--- src/rtl/mau_cluster_scheduler.sv ---
// ---------------------------------------------------------------------------
// mau_cluster_scheduler
//
// Job scheduler for a cluster of NUM_LANES matrix acceleration units (MAUs).
// Host jobs are buffered in a small FIFO and dispatched either in gang mode
// (one job fans out across every lane, each lane offset by LANE_STRIDE) or in
// independent mode (one job per lane, round-robin). Per-lane claim/busy
// tracking decides when results are ready, and host reads are steered to the
// lanes strictly in dispatch order. A requested mode change first drains the
// cluster and is committed only once everything has been read back.
//
// Ports
//   clk, reset       clock and synchronous active-high reset
//   mode             requested mode: 0 = gang, 1 = independent
//   job_valid/ready  job handshake; job_addr is the job block index
//   lane_busy        per-lane MAU busy flags
//   lane_start       per-lane one-cycle start pulse
//   lane_addr        per-lane matRAM base address, lane i at [i*ADDR_W +: ADDR_W]
//   read_output      host request for the next result word
//   lane_read        one-hot read strobe (combinational with read_output)
//   read_err         one-cycle pulse when the next lane had no result
//   all_busy/any_busy  AND / OR of lane_busy
//   queue_count      FIFO occupancy
//   mode_q           committed operating mode
// ---------------------------------------------------------------------------
module mau_cluster_scheduler #(
  parameter int NUM_LANES   = 4,
  parameter int ADDR_W      = 10,
  parameter int LANE_STRIDE = 4,
  parameter int QUEUE_DEPTH = 4
) (
  input  logic                             clk,
  input  logic                             reset,
  input  logic                             mode,
  input  logic                             job_valid,
  output logic                             job_ready,
  input  logic [8:0]                       job_addr,
  input  logic [NUM_LANES-1:0]             lane_busy,
  output logic [NUM_LANES-1:0]             lane_start,
  output logic [NUM_LANES*ADDR_W-1:0]      lane_addr,
  input  logic                             read_output,
  output logic [NUM_LANES-1:0]             lane_read,
  output logic                             read_err,
  output logic                             all_busy,
  output logic                             any_busy,
  output logic [$clog2(QUEUE_DEPTH+1)-1:0] queue_count,
  output logic                             mode_q
);

  localparam int LANE_W = $clog2(NUM_LANES);
  localparam int PTR_W  = $clog2(QUEUE_DEPTH);
  localparam int CNT_W  = $clog2(QUEUE_DEPTH + 1);

  typedef enum logic [1:0] {
    IDLE  = 2'd0,
    RUN   = 2'd1,
    DRAIN = 2'd2
  } state_e;

  state_e               state_q, state_d;
  logic                 mode_d;
  logic [8:0]           fifo_mem_q [QUEUE_DEPTH];
  logic [PTR_W-1:0]     wr_ptr_q, wr_ptr_d;
  logic [PTR_W-1:0]     hd_ptr_q, hd_ptr_d;
  logic [CNT_W-1:0]     count_q, count_d;
  logic [NUM_LANES-1:0] claimed_q, claimed_d;
  logic [NUM_LANES-1:0] seen_busy_q, seen_busy_d;
  logic [NUM_LANES-1:0] lane_start_q, lane_start_d;
  logic [LANE_W-1:0]    rr_ptr_q, rr_ptr_d;
  logic [LANE_W-1:0]    rd_ptr_q, rd_ptr_d;
  logic [ADDR_W-1:0]    lane_addr_q [NUM_LANES];
  logic [ADDR_W-1:0]    lane_addr_d [NUM_LANES];
  logic                 read_err_q, read_err_d;

  logic                 full, empty, push, pop;
  logic                 dispatch_en, gang_go, indep_go, rd_hit, any_claimed;
  logic [NUM_LANES-1:0] result_ready;
  logic [8:0]           head_job;
  logic [9:0]           head_raw;
  logic [ADDR_W-1:0]    head_base;

  // FIFO status, handshake and the dispatch/read decisions for this cycle.
  // A lane is claimed from the very edge that raises its start pulse, so a
  // just-started lane is never mistaken for a free one.
  always_comb begin
    full        = (count_q == CNT_W'(QUEUE_DEPTH));
    empty       = (count_q == '0);
    job_ready   = !full && (state_q != DRAIN);
    push        = job_valid && job_ready;
    head_job    = fifo_mem_q[hd_ptr_q];
    head_raw    = {head_job, 1'b0};
    head_base   = ADDR_W'(head_raw);
    any_claimed = |claimed_q;
    dispatch_en = !empty && (state_q != IDLE);
    gang_go     = dispatch_en && !mode_q && (claimed_q == '0);
    indep_go    = dispatch_en && mode_q && !claimed_q[rr_ptr_q];
    pop         = gang_go || indep_go;
    // A lane only counts as done after it has been seen busy at least once.
    result_ready = claimed_q & seen_busy_q & ~lane_busy;
    rd_hit       = read_output && result_ready[rd_ptr_q];
    lane_read    = '0;
    if (rd_hit) begin
      lane_read[rd_ptr_q] = 1'b1;
    end
  end

  // FIFO pointer and occupancy update; push and pop may coincide.
  always_comb begin
    wr_ptr_d = wr_ptr_q;
    hd_ptr_d = hd_ptr_q;
    count_d  = count_q;
    if (push) begin
      wr_ptr_d = wr_ptr_q + PTR_W'(1);
    end
    if (pop) begin
      hd_ptr_d = hd_ptr_q + PTR_W'(1);
    end
    case ({push, pop})
      2'b10:   count_d = count_q + CNT_W'(1);
      2'b01:   count_d = count_q - CNT_W'(1);
      default: count_d = count_q;
    endcase
  end

  // Per-lane flags, start pulses, base addresses and read sequencing.
  // Lanes that are not started this cycle keep their previous address.
  always_comb begin
    lane_start_d = '0;
    lane_addr_d  = lane_addr_q;
    claimed_d    = claimed_q;
    seen_busy_d  = seen_busy_q | (claimed_q & lane_busy);
    rr_ptr_d     = rr_ptr_q;
    rd_ptr_d     = rd_ptr_q;
    read_err_d   = read_output && !result_ready[rd_ptr_q];
    if (gang_go) begin
      lane_start_d = '1;
      claimed_d    = '1;
      for (int i = 0; i < NUM_LANES; i++) begin
        lane_addr_d[i] = head_base + ADDR_W'(i * LANE_STRIDE);
      end
    end
    if (indep_go) begin
      lane_start_d[rr_ptr_q] = 1'b1;
      claimed_d[rr_ptr_q]    = 1'b1;
      lane_addr_d[rr_ptr_q]  = head_base;
      rr_ptr_d               = rr_ptr_q + LANE_W'(1);
    end
    if (rd_hit) begin
      claimed_d[rd_ptr_q]   = 1'b0;
      seen_busy_d[rd_ptr_q] = 1'b0;
      rd_ptr_d              = rd_ptr_q + LANE_W'(1);
    end
  end

  // Mode FSM: a new mode is committed only from IDLE, i.e. with the FIFO empty
  // and every lane read back. RUN stays put when a job arrives this cycle so
  // the job is dispatched without a detour through IDLE.
  always_comb begin
    state_d = state_q;
    mode_d  = mode_q;
    case (state_q)
      IDLE: begin
        if (mode != mode_q) begin
          mode_d = mode;
        end else if (push || !empty) begin
          state_d = RUN;
        end
      end
      RUN: begin
        if (mode != mode_q) begin
          state_d = DRAIN;
        end else if (empty && !push && !any_claimed) begin
          state_d = IDLE;
        end
      end
      DRAIN: begin
        if (empty && !any_claimed) begin
          state_d = IDLE;
        end
      end
      default: state_d = IDLE;
    endcase
  end

  // Job storage; stale entries are harmless because the pointers are reset.
  always_ff @(posedge clk) begin
    if (push) begin
      fifo_mem_q[wr_ptr_q] <= job_addr;
    end
  end

  // State registers with synchronous reset.
  always_ff @(posedge clk) begin
    if (reset) begin
      state_q      <= IDLE;
      mode_q       <= 1'b0;
      wr_ptr_q     <= '0;
      hd_ptr_q     <= '0;
      count_q      <= '0;
      claimed_q    <= '0;
      seen_busy_q  <= '0;
      lane_start_q <= '0;
      rr_ptr_q     <= '0;
      rd_ptr_q     <= '0;
      read_err_q   <= 1'b0;
      for (int i = 0; i < NUM_LANES; i++) begin
        lane_addr_q[i] <= '0;
      end
    end else begin
      state_q      <= state_d;
      mode_q       <= mode_d;
      wr_ptr_q     <= wr_ptr_d;
      hd_ptr_q     <= hd_ptr_d;
      count_q      <= count_d;
      claimed_q    <= claimed_d;
      seen_busy_q  <= seen_busy_d;
      lane_start_q <= lane_start_d;
      rr_ptr_q     <= rr_ptr_d;
      rd_ptr_q     <= rd_ptr_d;
      read_err_q   <= read_err_d;
      lane_addr_q  <= lane_addr_d;
    end
  end

  for (genvar g = 0; g < NUM_LANES; g++) begin : g_lane_addr
    assign lane_addr[g*ADDR_W +: ADDR_W] = lane_addr_q[g];
  end

  assign lane_start  = lane_start_q;
  assign read_err    = read_err_q;
  assign queue_count = count_q;
  assign all_busy    = &lane_busy;
  assign any_busy    = |lane_busy;

endmodule

--- config.mk ---
export PLATFORM = sky130hd
export DESIGN_NAME = mau_cluster_scheduler
export DESIGN_NICKNAME = d
export VERILOG_FILES = /design/src/rtl/mau_cluster_scheduler.sv
export SDC_FILE = /design/constraint.sdc
export NUM_CORES = 1
export LEC_CHECK = 0
export ABC_AREA = 1
export CAP_MARGIN = 20
export CORE_UTILIZATION = 35
export CTS_CLUSTER_DIAMETER = 80
export CTS_CLUSTER_SIZE = 30
export DETAILED_ROUTE_END_ITERATION = 8
export DONT_BUFFER_PORTS = 1
export PLACE_DENSITY_LB_ADDON = 0.2
export SLEW_MARGIN = 0
export SYNTH_ARGS = -nofsm -noshare
export SYNTH_HDL_FRONTEND = slang
export SYNTH_SLANG_ARGS = --single-unit
--- constraint.sdc ---
create_clock -name clk -period 2.8 [get_ports clk]
set_clock_uncertainty 0.05 [all_clocks]
set_input_delay 0.56 -clock clk [delete_from_list [all_inputs] [get_ports clk]]
set_output_delay 0.56 -clock clk [all_outputs]
set_load 0.05 [all_outputs]
==> flow_results.org <==
** Yosys
- Ranked by total cell area, the synthesized netlist is headed by sky130_fd_sc_hd__dfxtp_1 (28%), sky130_fd_sc_hd__edfxtp_1 (22%), sky130_fd_sc_hd__nand2_1 (10%).
- After synthesis, flip-flops and latches occupy 49.2% of the total area.
- Distinct cell type count after synthesis :: 38
- In this run the cell area of the synthesized design comes to 5010 um2.
- Most frequent cell after synthesis :: sky130_fd_sc_hd__nand2_1
- Number of storage elements in the synthesis netlist :: 105
- Yosys printed 0 warnings.
- The synthesized design contains 36 enable-type register cells.
- Most frequent cells after synthesis :: sky130_fd_sc_hd__nand2_1 (133), sky130_fd_sc_hd__dfxtp_1 (69), sky130_fd_sc_hd__nor2_1 (57)
- In the synthesized netlist the dominant register cell turns out to be sky130_fd_sc_hd__dfxtp_1.
- Most area-hungry cell type in the Yosys netlist :: sky130_fd_sc_hd__dfxtp_1
- Area share of the largest cell type after synthesis :: 27.6%
- The number of nets handed over by synthesis was 633.
- Each instance of the synthesized netlist takes up on average 8.39 um2.
- Synthesized instance count :: 597
- For this run, asynchronously set or reset flops after synthesis account for 0%.

** Timing
- Share of the cycle needed by the critical path after routing :: 85.4%
- Final Hold Slack :: 217 ps
- The routed design could run at a clock period as short as 2390 ps.
- Final max-slew violation count :: 0
- Unrepaired setup endpoints after global routing :: false
- For this run, the top clock speed supported by timing is 418 MHz.
- After routing, the total negative slack on setup checks comes to 0 ps.
- Final number of setup-violating endpoints :: 0
- For the pin with the worst max-slew slack, the measured transition is 649 ps.
- Measured against its own limit, the worst slew margin works out to 56.7%.
- Final number of hold-violating endpoints :: 0

** CTS
- Buffers inserted to repair hold after CTS numbered 0.
- Level count of the clock H-tree :: 3
- In this run, CTS created clock tree buffers numbering 9.
- Post-cts resize count :: 0
- Cell at the root of the clock tree :: sky130_fd_sc_hd__clkbuf_16
- The clock passes through at most 2 buffers.
- The number of setup buffers added after CTS is 0.
- Register clock-pin slew on the reported worst setup and hold paths :: 70 ps
- Clock latency on the worst-skew pair :: 360 ps
- CTS saw 105 sinks.
- CTS tree :: done

** Critical path
- Critical path class :: reg2out
- CP Data Required Time :: 2190 ps
- STA classifies the critical path startpoint as a flip-flop.
- Worst setup EP type :: output pin
- Max FO, Critical Path :: 12
- Data arrival time of the critical path :: 1780 ps

** Floorplan
- The die is 122 um wide.
- The core region is 13900 um2.
- The initial utilization of the core area, before any placement, comes to 36.0%.
- In this run the count of I/O pins placed on the die edge is 74.
- Die ar. :: 14800 um2
- The floorplan has 43 rows.
- The die is 122 um tall.

** Drt
- In the final routed layout, each cell accounts on average for 15.1 um.
- In the routed layout, each cell is associated on average with a via count of 4.90.
- For this block, the via count after detailed routing is 3888.
- For this run, the detailed router's first-pass iteration total came to 8.
- Wire length reported by the detailed router :: 12000 um
- The detail route stage leaves a number of antenna-violating nets equal to 0.
- The first routing iteration left 213 violations.
- Number of design rule violations left after detail routing :: 0

** Job
- Across the run, the number of max-cap violations was 0.

** Min path
- The worst hold path belongs to the class in2reg.

** Global route
- Largest net degree at the start of global routing :: 32
- Global routing consumed, over all layers together, 17.5% of the routing resources.
- The initial antenna violation count came to 0.
- The number of global-route vias before repair is 3645.
- Global-route wire length before repair :: 19200 um
- For this run the aggregate overflow at the end of global routing stands at 0.

** Pwr
- In this run the static leakage power is 2.35 nW.
- VDD sags by at most 0.420 mV.
- Pwr dens :: 1150 nW/um2

** Placed design
- Summed over all nets, the half-perimeter wirelength after detailed placement is 8980 um.
- Port Buf Inserts :: 0
- Routability Congestion :: 0.834

** Layout
- Nets :: 644
- Area overhead of the layout relative to synthesis :: 10.3%
- The repair_antennas step left the layout with diodes totalling 0.
- Cells with a size suffix above 1 make up 14.4% of the layout.

** Status
- Result of the run :: finished clean
routing by layer:
metal	track usage (%)	share of wire (%)
met1	19.7	42
met2	29.7	49
met3	7.58	8.2
met4	5.63	1.1
met5	0	0
sequential cells by signal, indices dropped and copies added, names as in the netlist, 2 cells and up, named ones only:
| name | flops |
|---|---|
| claimed_q | 4 |
| fifo_mem_q | 36 |
| hd_ptr_q | 2 |
| lane_addr | 40 |
| lane_start | 4 |
| queue_count | 3 |
| rd_ptr_q | 2 |
| rr_ptr_q | 2 |
| seen_busy_q | 4 |
| state_q | 2 |
| wr_ptr_q | 2 |
power by group:
part | leakage [nW] | switching, mW | internal, mW | total, mW
sequential | 0.891 | 0.923 | 1.94 | 2.87
clock | 0.135 | 0.590 | 0.611 | 1.20
combinational | 1.33 | 1.61 | 0.701 | 2.31
stage by stage:
step	cell area, um2	instances	utilization, %	power, mW	worst slack [ps]
6_report	5530	793	39.7	6.38	409
5_1_grt	5530	793	39.7	6.83	193
4_1_cts	5530	793	39.7	6.45	362
3_5_place_dp	5250	777	37.7	5.23	462
2_1_floorplan	5010	597	-	4.65	38.0
3_3_place_gp	5250	777	37.7	5.20	542
layout by cell type (no fill, tap or decap), types with 7 or more instances in the layout:
master / instances
sky130_fd_sc_hd__nor2_1: 57
sky130_fd_sc_hd__nand2_2: 11
sky130_fd_sc_hd__nand2_1: 133
sky130_fd_sc_hd__nand3_1: 45
sky130_fd_sc_hd__dfxtp_1: 69
sky130_fd_sc_hd__buf_4: 19
sky130_fd_sc_hd__ha_1: 17
sky130_fd_sc_hd__nand4_1: 7
sky130_fd_sc_hd__inv_2: 16
sky130_fd_sc_hd__nand2_4: 8
sky130_fd_sc_hd__a21oi_1: 47
sky130_fd_sc_hd__clkbuf_16: 9
sky130_fd_sc_hd__inv_1: 51
sky130_fd_sc_hd__edfxtp_1: 36
sky130_fd_sc_hd__o21ai_0: 47
cells by family after synthesis:
| group | Yosys count | share of synthesized area [%] |
|---|---|---|
| adder cells (fa/ha/maj) | 18 | 4.65 |
| AND/OR/NAND/NOR | 284 | 27.4 |
| buffers and inverters | 87 | 8.14 |
| flip-flops | 105 | 49.2 |
| AO/OA/AOI/OAI | 103 | 10.6 |
path summary, 6_finish.rpt:
check | cells past startpoint | slack [ps] | to | start
worst min-delay path | 1 | 220 | lane_start[3] | reset
worst max-delay path | 8 | 410 | lane_read[3] | rd_ptr_q[0]
worst max register to register | 13 | 430 | queue_count[2] | rr_ptr_q[1]
worst min register to register | 2 | 420 | flip-flop | hd_ptr_q[1]
worst max-delay path: stages (launching register included):
cell and delay (ps):
sky130_fd_sc_hd__dfxtp_1 370, sky130_fd_sc_hd__inv_1 180, sky130_fd_sc_hd__nand4_1 100, sky130_fd_sc_hd__nand3_1 100
sky130_fd_sc_hd__nand2_1 50, sky130_fd_sc_hd__inv_1 70, sky130_fd_sc_hd__nand2_1 190, sky130_fd_sc_hd__nor2_1 160
sky130_fd_sc_hd__buf_4 210
cell type report:
type	count	area, um2
flip-flops and latches	105	2460
well taps	180	225
inverters	67	251
clock buffers	9	225
repair buffers	20	163
multi-input cells	405	2150
clock inverters	7	53.8
fillers	1436	8410
Power figures use the tool's default switching activity.
